`config.mk`:
```
export PLATFORM = sky130hd
export DESIGN_NAME = jtag_shift_master
export DESIGN_NICKNAME = d
export VERILOG_FILES = /design/src/rtl/jtag_shift_master.sv
export SDC_FILE = /design/constraint.sdc
export NUM_CORES = 1
export LEC_CHECK = 0
export CAP_MARGIN = 20
export CORE_MARGIN = 3
export CORE_UTILIZATION = 55
export CTS_CLUSTER_DIAMETER = 150
export DETAILED_ROUTE_END_ITERATION = 8
export PLACE_DENSITY = 0.81
export SETUP_SLACK_MARGIN = 0.1
export SYNTH_ARGS = -nofsm -noshare
export SYNTH_HDL_FRONTEND = slang
export SYNTH_SLANG_ARGS = --single-unit
```
`constraint.sdc`:
```
create_clock -name clk -period 4.6 [get_ports clk]
set_clock_uncertainty 0.2 [all_clocks]
set_input_delay 0.92 -clock clk [delete_from_list [all_inputs] [get_ports clk]]
set_output_delay 0.92 -clock clk [all_outputs]
set_load 0.1 [all_outputs]
```
`src/rtl/jtag_shift_master.sv`:
```
// jtag_shift_master: command-driven JTAG master for a JTAG header.
//
// A command either walks the TAP with a TMS bit sequence (cmd_type=0) or
// shifts up to DW bits of TDI through IR/DR while capturing TDO
// (cmd_type=1). Bits go out LSB first. TCK runs at f_clk / (2*CLKDIV).
//
// Ports:
//   clk, resetb             system clock, asynchronous active-low reset
//   cmd_valid/cmd_ready     command handshake
//   cmd_type                0 = TMS sequence, 1 = data shift
//   cmd_len                 bit count 0..32 (larger values clamp to DW)
//   cmd_data                TMS bits (type 0) or TDI bits (type 1)
//   cmd_exit                type 1: TMS=1 on the last bit (Shift -> Exit1)
//   rsp_valid/rsp_ready     response handshake, rsp_data = captured TDO
//   busy                    command in progress or response pending
//   tck, tms, tdi, tdo      JTAG pins; tdo is asynchronous to clk
//
// Every output is a flop or a decode of the state flop, so there is no
// combinational path from any input to tck/tms/tdi.

module jtag_shift_master #(
  parameter int unsigned CLKDIV = 4,
  parameter int unsigned DW     = 32
) (
  input  logic          clk,
  input  logic          resetb,
  input  logic          cmd_valid,
  output logic          cmd_ready,
  input  logic          cmd_type,
  input  logic [5:0]    cmd_len,
  input  logic [DW-1:0] cmd_data,
  input  logic          cmd_exit,
  output logic          rsp_valid,
  input  logic          rsp_ready,
  output logic [DW-1:0] rsp_data,
  output logic          busy,
  output logic          tck,
  output logic          tms,
  output logic          tdi,
  input  logic          tdo
);

  localparam int unsigned IdxW    = (DW > 1) ? $clog2(DW) : 1;
  localparam logic [5:0]  MaxLen  = 6'(DW);
  localparam logic [7:0]  DivLast = 8'(CLKDIV - 1);

  typedef enum logic [1:0] {StIdle, StLow, StHigh, StResp} state_e;

  state_e        state_q, state_d;
  logic [7:0]    div_q, div_d;
  logic [5:0]    bit_q, bit_d;
  logic [5:0]    len_q, len_d;
  logic          type_q, type_d;
  logic          exit_q, exit_d;
  logic [DW-1:0] data_q, data_d;
  logic [DW-1:0] rsp_data_q, rsp_data_d;
  logic          tms_q, tms_d;
  logic          tdi_q, tdi_d;
  logic          tdo_meta_q, tdo_sync_q;

  logic [5:0]    eff_len;
  logic          div_last;
  logic          last_bit;

  // Bit-load request: fields of the command being driven and the bit index
  // whose TMS/TDI values go onto the pins as the FSM enters LOW.
  logic          load_bit;
  logic [5:0]    load_idx;
  logic          f_type;
  logic          f_exit;
  logic [DW-1:0] f_data;
  logic [5:0]    f_len;

  assign eff_len  = (cmd_len > MaxLen) ? MaxLen : cmd_len;
  assign div_last = (div_q == DivLast);
  assign last_bit = (bit_q == len_q - 6'd1);

  // TDO crosses into the clk domain; idles high like a pulled-up line.
  always_ff @(posedge clk or negedge resetb) begin
    if (!resetb) begin
      tdo_meta_q <= 1'b1;
      tdo_sync_q <= 1'b1;
    end else begin
      tdo_meta_q <= tdo;
      tdo_sync_q <= tdo_meta_q;
    end
  end

  always_ff @(posedge clk or negedge resetb) begin
    if (!resetb) begin
      state_q    <= StIdle;
      div_q      <= '0;
      bit_q      <= '0;
      len_q      <= '0;
      type_q     <= 1'b0;
      exit_q     <= 1'b0;
      data_q     <= '0;
      rsp_data_q <= '0;
      tms_q      <= 1'b1;
      tdi_q      <= 1'b1;
    end else begin
      state_q    <= state_d;
      div_q      <= div_d;
      bit_q      <= bit_d;
      len_q      <= len_d;
      type_q     <= type_d;
      exit_q     <= exit_d;
      data_q     <= data_d;
      rsp_data_q <= rsp_data_d;
      tms_q      <= tms_d;
      tdi_q      <= tdi_d;
    end
  end

  always_comb begin
    state_d    = state_q;
    div_d      = div_q;
    bit_d      = bit_q;
    len_d      = len_q;
    type_d     = type_q;
    exit_d     = exit_q;
    data_d     = data_q;
    rsp_data_d = rsp_data_q;
    tms_d      = tms_q;
    tdi_d      = tdi_q;
    load_bit   = 1'b0;
    load_idx   = bit_q;
    f_type     = type_q;
    f_exit     = exit_q;
    f_data     = data_q;
    f_len      = len_q;

    unique case (state_q)
      StIdle: begin
        if (cmd_valid) begin
          type_d     = cmd_type;
          exit_d     = cmd_exit;
          data_d     = cmd_data;
          len_d      = eff_len;
          rsp_data_d = '0;
          div_d      = '0;
          bit_d      = '0;
          if (eff_len == 6'd0) begin
            // Zero-length TMS walks are a no-op; zero-length shifts still
            // owe the consumer an (empty) response.
            if (cmd_type) state_d = StResp;
          end else begin
            state_d  = StLow;
            load_bit = 1'b1;
            load_idx = 6'd0;
            // Latched fields only become visible next cycle.
            f_type   = cmd_type;
            f_exit   = cmd_exit;
            f_data   = cmd_data;
            f_len    = eff_len;
          end
        end
      end

      StLow: begin
        div_d = div_q + 8'd1;
        if (div_last) begin
          div_d   = '0;
          state_d = StHigh;
        end
      end

      StHigh: begin
        div_d = div_q + 8'd1;
        if (div_last) begin
          div_d = '0;
          // Sample as late as possible in the high phase to give TDO the
          // longest settle time after the preceding falling edge.
          if (type_q) rsp_data_d[bit_q[IdxW-1:0]] = tdo_sync_q;
          if (last_bit) begin
            state_d = type_q ? StResp : StIdle;
          end else begin
            bit_d    = bit_q + 6'd1;
            state_d  = StLow;
            load_bit = 1'b1;
            load_idx = bit_q + 6'd1;
          end
        end
      end

      StResp: begin
        if (rsp_ready) state_d = StIdle;
      end

      default: state_d = StIdle;
    endcase

    // TMS/TDI change together with the falling TCK edge that opens LOW.
    if (load_bit) begin
      if (f_type) begin
        tdi_d = f_data[load_idx[IdxW-1:0]];
        tms_d = f_exit & (load_idx == f_len - 6'd1);
      end else begin
        tms_d = f_data[load_idx[IdxW-1:0]];
        tdi_d = 1'b1;
      end
    end
  end

  assign tck       = (state_q == StHigh);
  assign tms       = tms_q;
  assign tdi       = tdi_q;
  assign cmd_ready = (state_q == StIdle);
  assign rsp_valid = (state_q == StResp);
  assign rsp_data  = rsp_data_q;
  assign busy      = (state_q != StIdle);

endmodule

```
==> summary.txt <==
Outcome = completed
CP Capture Type = register
Worst r2r dst = tms
Hold Crit Depth = 0
Top cells by area, synth = dfrtp_1, o21ai_0, mux2_2, nand2_1, a21boi_0
Worst vdd ir = 381.1 uV
Synth Area in Compound Gates = 24.77%
Hold Crit Endpoint = tdo_sync_q
Final core utilization = 69.38%
Critical path required time = 4.70 ns
Synth Area in Adders = 2.396%
# DRC = 0
Worst-path cell with the longest stage delay = or4_1
Global-route wire length before repair = 24.92 mm
Placement Rows = 36
Number of H-tree levels = 3
Placer Congestion = 0.9017
Cells after Synth = 644
Seq/Total Area, Yosys = 40.17%
Post-Layout Inst Area = 0.006907 sq mm
Initial Util = 57.70%
Post-CTS setup buffers = 0
Delay of the slowest critical-path stage = 0.56 ns
Clk root buf = clkbuf_8
Insertion delay to the later sink of the worst-skew pair = 0.37 ns
Mapped cell area = 0.005744 sq mm
Setup total negative slack = 0 ns
Die area = 0.01171 sq mm
CTS tree = done
Rel. slew slack = 34.35%
Reg-to-reg startpoint = len_q[0]
Post-synthesis async set-or-reset flop share = 100.0%
Nets = 766
Share of cells above drive strength 1 = 12.31%
PwrDens = 598.4 mW/mm^2
RSZ-0062 raised after global routing = false
FF-to-FF path depth = 13
Post-synth EDFFs = 0
Area of the core = 0.009955 sq mm
Syn Nets = 700
Power Total = 4133 uW
Top cells by count, synth = o21ai_0, dfrtp_1, nand2_1, a21oi_1, a21boi_0
I/O Buffers = 82
DP HPWL = 10.49 mm
Largest family of logic cells by synthesized area = compound AO/OA/AOI/OAI gates
FF+latch count, synth = 92
Final hold violation count = 0
Most common cell in the netlist = o21ai_0
Top cell type's share of synthesized area = 38.34%
Setup-failing EPs final = 0
DR pass1 iterations = 5
Area leader, netlist = dfrtp_1
Clock slew at reported path FFs = 0.10 ns
GRT Residual Overflow = 0
Min-Delay Path Class = register to register
DRT iter0 DRCs = 357
Worst Max-Slew Pin Slew = 0.9816 ns
Post-CTS resize count = 0
Die X = 108.2 um
XOR/XNOR share of the synthesized area = 2.745%
Vias in the first global route = 5069
Yosys cell types = 66
CP max FO = 10
Crit path depth = 13
Wirelength per Cell = 17.44 um
YS warnings = 0
Wirelength, routed = 14.79 mm
Top delay family on crit path = simple AND/OR/NAND/NOR gates
Filler cells = 780
Die Ht = 108.2 um
Boundary pin count = 83
Maximum capacitance violations = 0
Buf/Inv on CP = 2
Diodes inserted = 0
Layout area overhead = 20.24%
Tcrit/Tclk final = 88.51%
Static leakage = 0.002839 uW
Min-delay src = tdo_meta_q
Via density = 6.225
Worst Path Arrival = 4.17 ns
Final Slew Violations = 0
Total GRT Usage = 26.33%
Non-Filler Instances = 848
Mux cell area share after synthesis = 8.800%
Via count = 5279
Max Fclk = 0.2456 GHz
Area post-placement = 0.006653 sq mm
Clock Sink Count = 92
Initial antenna violation count = 0
Hold buffers post-CTS = 0
Tmin final = 4.071 ns
Syn Area/Cell = 8.920 sq um
DP Cell Count = 832
Clock buffer count from CTS = 9
Worst Setup Start Kind = primary input
DRT antenna net count = 0
Multi-input gate area = 0.003216 sq mm
Clock Tree Buf Depth = 2
Most used DFF post-synth = dfrtp_1
Seq. cell area = 0.002307 sq mm
Post-Synth Simple-Gate Area = 17.21%
CP cell instances = clkdlybuf4s50_1 -> or4_1 -> nor3_1 -> nand2b_1 -> nand3_1 -> o211ai_2 -> buf_4 -> a21oi_1 -> o21ai_0 -> nand4_1 -> a22oi_1 -> and3_4 -> o311ai_2
Critical path type = primary input to register
R2r setup slk = 0.62 ns
Largest net degree at the start of global routing = 64
[metal layers]
| metal | track usage (%) | wire (um) | vias to the layer above |
|---|---|---|---|
| met5 | 0 | 0 | - |
| met2 | 44.27 | 7354 | 198 |
| li1 | - | - | 2470 |
| met3 | 4.000 | 931 | 18 |
| met1 | 35.76 | 6340 | 2593 |
| met4 | 6.853 | 161 | 0 |
[worst max path at each step]
stage	start	endpoint	slack, ns
floorplan	state_q[0]	tms	0.52
global placement	cmd_len[0]	tms	0.32
detailed placement	cmd_len[0]	tms	0.16
CTS	cmd_len[0]	tms	0.56
global route	cmd_len[0]	tms	0.33
finish	cmd_len[0]	tms	0.53
[area by class of cell]
cell class,count,area share (%)
clock buffers,10,1.993
multi-input cells,499,46.56
flip-flops and latches,92,33.41
clock inverters,6,1.685
repair buffers,96,13.30
well taps,133,2.409
inverters,12,0.6522
[power by group]
| group | total (uW) | switching [uW] | internal [uW] |
|---|---|---|---|
| combinational | 2190 | 1330 | 858 |
| sequential | 1250 | 203 | 1050 |
| clock | 693 | 311 | 382 |
| total | 4130 | 1850 | 2290 |
[state kept, by name, indices dropped and copies added (netlist names)]
name	cells
bit_q	6
len_q	6
div_q	8
tdi	1
data_q	32
tms	1
tdo_sync_q	1
state_q	2
rsp_data	32
exit_q	1
type_q	1
tdo_meta_q	1
[through the flow]
step | hold slack [ns] | setup WS, ns
detailed placement | 0.1489 | 0.1602
floorplan | 0.1452 | 0.5196
CTS | 0.1663 | 0.5637
finish | 0.1639 | 0.5287
global placement | 0.1488 | 0.3197
global route | 0.1717 | 0.3269
[cells by family after synthesis]
group,after synthesis
compound gates,225
simple gates,200
flops,92
buf+inv,53
mux,45
xor+xnor,18
fa+ha+maj,11
[cell usage in the layout (no fill, tap or decap), drive strengths merged, types with 3 or more instances in the layout]
cell type,instances
a21boi,35
a21o,3
a21oi,40
a22o,7
a22oi,13
a311oi,3
a31oi,5
and2,5
and3,11
and3b,3
buf,17
bufinv,3
clkbuf,10
clkdlybuf4s50,79
dfrtp,88
dfstp,4
ha,11
inv,15
mux2,34
mux2i,10
nand2,87
nand3,15
nand3b,3
nand4,6
nor2,29
nor2b,6
nor3,16
nor4,3
nor4b,3
o211ai,3
o21ai,98
or3,3
xnor2,9
xor2,9
Power figures use the tool's default switching activity.
==> RTL edit 1: new RTL, config.mk and constraints unchanged <==
Set the parameter `DW` to 16 (it was 32). Comments in the files are not updated.
--- a/src/rtl/jtag_shift_master.sv
+++ b/src/rtl/jtag_shift_master.sv
@@ -22,3 +22,3 @@
   parameter int unsigned CLKDIV = 4,
-  parameter int unsigned DW     = 32
+  parameter int unsigned DW     = 16
 ) (
Ports: changed (resized cmd_data and rsp_data); port bits go from 83 to 51. No check against the original RTL was run, so the function may have changed too.
==> RTL edit 1 against the original RTL <==
- die area fell by 27%
- total power fell by 74%
- hold slack got worse by 0.0028 ns
- synthesized area fell by 28%
- non-clock buffer count fell by 36
- global-route usage barely moved
- setup slack improved by 0.23 ns
- synthesized cell count fell by 27%
- cell area fell by 30%
- routed wire length fell by 27%
- sequential cell count fell by 32
- combinational power fell by 98%
- critical endpoint unchanged
- largest power group is now sequential cells
- highest routed layer unchanged
==> RTL edit 1: results (changes against the original RTL) <==
metric	value	unit	change
result of the run	finished clean		
distinct cell type count after synthesis	69		+4.5%
placement-stage worst setup slack	0.4691	ns	+0.3089 ns
peak supply drop	156.4	µV	-59%
largest stage delay on the critical path	0.58	ns	+0.02 ns
post-CTS clock slew at the launch and capture registers of the worst setup and hold paths	0.07	ns	-0.03 ns
highest clock frequency the design can meet	260.4	MHz	+6.0%
source of the worst register-to-register timing path	len_q[2]		
mux contribution to synthesized area	6.047	%	-2.8 points
Starting DRT DRC Count	335		-6.2%
port buffer count	50		-39%
router iterations before antenna repair	7		+2
via count of the first global-routing pass	3736		-26%
routing usage on met2	42.54	%	-1.7 points
area share of fa/ha/maj cells after synthesis	3.342	%	+0.95 points
setup slack of the worst register-to-register path	1.11	ns	+0.49 ns
source of the critical timing path	cmd_len[1]		
commonest cells in the netlist	sky130_fd_sc_hd__nand2_1 (88), sky130_fd_sc_hd__dfrtp_1 (56), sky130_fd_sc_hd__o21ai_0 (34)		
Layout Nets	552		-28%
metal1 wirelength	4.436	mm	-30%
fraction of met3 tracks used by global routing	6.093	%	+2.1 points
actual slew at the worst max-slew pin	0.9671	ns	-0.01455 ns
CP Max Fanout	8		-2
total leakage power	0.002143	µW	-25%
Seq/Total Area, Yosys	36.58	%	-3.6 points
Post-Syn Nets	511		-27%
pin count of the biggest net entering global routing	33		-48%
clock sink count	60		-35%
met2 wire len	5.187	mm	-29%
-- RTL edit 1: cell types whose count changed in the layout (fill, tap and decap cells not counted), sizes merged, moves of 6 or more --
cell | unedited run | this run
a21boi | 35 | 5
a21oi | 40 | 26
a221oi | 1 | 7
a22o | 7 | 19
a22oi | 13 | 7
and3 | 11 | 5
clkdlybuf4s50 | 79 | 46
dfrtp | 88 | 56
mux2 | 34 | 15
o21ai | 98 | 34
-- RTL edit 1: through the flow --
| stage | cell area [µm²] | utilization, % | hold slack [ns] |
|---|---|---|---|
| 2_1_floorplan | 4118 | - | 0.1452 |
| 3_3_place_gp | 4619 | 65.81 | 0.1513 |
| 3_5_place_dp | 4619 | 65.81 | 0.1523 |
| 4_1_cts | 4821 | 68.68 | 0.1636 |
| 5_1_grt | 4821 | 68.68 | 0.1676 |
| 6_report | 4821 | 68.68 | 0.1611 |
-- RTL edit 1: where the power goes --
group          switching, µW  internal (µW)
sequential             0.455            529
combinational           22.1           23.7
clock                    229            263
total                    251            816
-- RTL edit 1: cell type report --
cell class / count / share of cell area, %
Clock buffer: 10 / 2.855
Multi-Input combinational cell: 365 / 49.16
Inverter: 16 / 1.246
Clock inverter: 6 / 1.324
Sequential cell: 60 / 31.25
Timing Repair Buffer: 60 / 11.68
Tap cell: 96 / 2.492
-- RTL edit 1: cells by family after synthesis --
| logic type | count (synthesis) |
|---|---|
| DFF | 60 |
| and+or+nand+nor | 174 |
| adders and majority gates | 11 |
| AOI/OAI and AO/OA | 143 |
| xor gates and xnor gates | 14 |
| muxes | 23 |
| buffers and inverters | 46 |
-- RTL edit 1: worst max path at each step --
stage,end,cells after the start
6_report,tms,11
5_1_grt,tms,11
4_1_cts,tms,11
3_5_place_dp,tms,11
3_3_place_gp,tms,11
2_1_floorplan,tms,11
==> RTL edit 2: new RTL, config.mk and constraints unchanged <==
Without the edit above. `data_q` and `rsp_data_q` no longer have a reset.
--- a/src/rtl/jtag_shift_master.sv
+++ b/src/rtl/jtag_shift_master.sv
@@ -96,4 +96,2 @@
       exit_q     <= 1'b0;
-      data_q     <= '0;
-      rsp_data_q <= '0;
       tms_q      <= 1'b1;
@@ -107,4 +105,2 @@
       exit_q     <= exit_d;
-      data_q     <= data_d;
-      rsp_data_q <= rsp_data_d;
       tms_q      <= tms_d;
@@ -112,2 +108,7 @@
     end
+  end
+
+  always_ff @(posedge clk) begin
+    data_q     <= data_d;
+    rsp_data_q <= rsp_data_d;
   end
Check against the original RTL: differs if resetb is asserted again (counterexample within 10 cycles, from zero or initial values and one cycle with resetb low); with resetb held inactive, the same outputs for 10 cycles.
==> RTL edit 2 against the original RTL <==
- setup slack improved by 0.25 ns
- synthesized area fell by 7.0%
- cell area fell by 6.4%
- sequential cell count did not move
- total power rose by 20%
- routed wire length fell by 18%
- sequential share of layout area rose by 7.2 points
- fmax rose by 6.6%
- critical path type unchanged
- largest cell class is now flip-flops and latches
- highest routed layer unchanged
==> RTL edit 2: results (changes against the original RTL) <==
metric	value	unit	change
placed instance area	6277	µm²	-5.6%
via count of the first global-routing pass	4228		-17%
mux contribution to synthesized area	10.14	%	+1.3 points
Starting DRT DRC Count	258		-28%
commonest cells in the netlist	sky130_fd_sc_hd__nand2_1 (81), sky130_fd_sc_hd__edfxtp_1 (64), sky130_fd_sc_hd__nand3_1 (45)		
via count	4292		-19%
wire length of the first global-routing pass	20.24	mm	-19%
total leakage power	0.002430	µW	-14%
Synth Area in XOR/XNOR	3.115	%	+0.37 points
Compound-Gate Fraction of Synth Area	13.84	%	-11 points
peak supply drop	381.4	µV	about the same
post-detailed-route via-to-cell ratio	6.028		-3.2%
count of flip-flops with a built-in enable after synthesis	64		+64
distinct cell type count after synthesis	64		-3.0%
fill cell instance count of the final layout	714		-8.5%
total placed cells including tap cells	697		-16%
Post-Route WL	12.17	mm	-18%
internal power component	2348	µW	+2.7%
fraction of layout cells with a size suffix above 1	7.376	%	-4.9 points
setup slack of the worst register-to-register path	0.85	ns	+0.23 ns
CP Max Fanout	19		+9
cell count after synthesis	504		-22%
source of the worst register-to-register timing path	state_q[1]		
top cells by area, synth	sky130_fd_sc_hd__edfxtp_1 (36%), sky130_fd_sc_hd__dfrtp_1 (11%), sky130_fd_sc_hd__mux4_1 (7.9%)		
router iterations before antenna repair	4		-1
post-CTS clock slew at the launch and capture registers of the worst setup and hold paths	0.08	ns	-0.02 ns
async set or reset register ratio after synthesis	30.43	%	-70 points
largest stage delay on the critical path	0.58	ns	+0.02 ns
crit path DAT	3.90	ns	-0.27 ns
slew margin rel.	32.62	%	-1.7 points
most common cell in the synthesized netlist	sky130_fd_sc_hd__nand2_1		
result of the run	finished clean		
Final Wtd Congestion	0.8967		-0.55%
RTL edit 2: cell types whose count changed in the layout (fill, tap and decap cells not counted), sizes merged, moves of 31 or more:
cell    change
o21ai      -84
mux2       -33
dfrtp      -64
edfxtp     +64
a21boi     -32
nand3      +31
RTL edit 2: power groups by stage:
stage	clock [µW]	sequential, µW	combinational [µW]
final	536	1450	2970
after global routing	582	1490	3160
after detailed placement	0	1470	2960
after CTS	543	1450	2970
after global placement	0	1460	2890
after floorplan	0	2300	1480
RTL edit 2: metal layers:
| metal | global-route usage [%] | up-vias | share of wire [%] |
|---|---|---|---|
| li1 | - | 2026 | - |
| met1 | 28.91 | 2050 | 41 |
| met2 | 39.58 | 191 | 50 |
| met3 | 4.694 | 25 | 7.7 |
| met4 | 7.028 | 0 | 2.0 |
| met5 | 0 | - | 0 |
RTL edit 2: cell type report:
class / instances / area, µm² / area share (%)
multi-input combinational: 366 / 2511 / 38.84
clock buffer: 9 / 123.9 / 1.916
tap: 129 / 161.4 / 2.497
inverter: 19 / 71.32 / 1.103
clock inverter: 6 / 63.81 / 0.9870
timing repair buffer: 91 / 905.9 / 14.01
sequential: 92 / 2628 / 40.64
RTL edit 2: through the flow:
step	utilization (%)	setup WS [ns]
after CTS	69.31	0.7927
after global placement	67.14	0.5300
after floorplan	-	0.2541
after detailed placement	67.30	0.4322
after global routing	69.31	0.5970
final	69.31	0.7803
RTL edit 2: worst min path at each step:
stage	startpoint	end	slack [ns]
global placement	tdo_meta_q	tdo_sync_q	0.15
global route	tdo_meta_q	tdo_sync_q	0.16
floorplan	tdo_meta_q	tdo_sync_q	0.15
CTS	tdo_meta_q	tdo_sync_q	0.16
finish	tdo_meta_q	tdo_sync_q	0.16
detailed placement	tdo_meta_q	tdo_sync_q	0.15
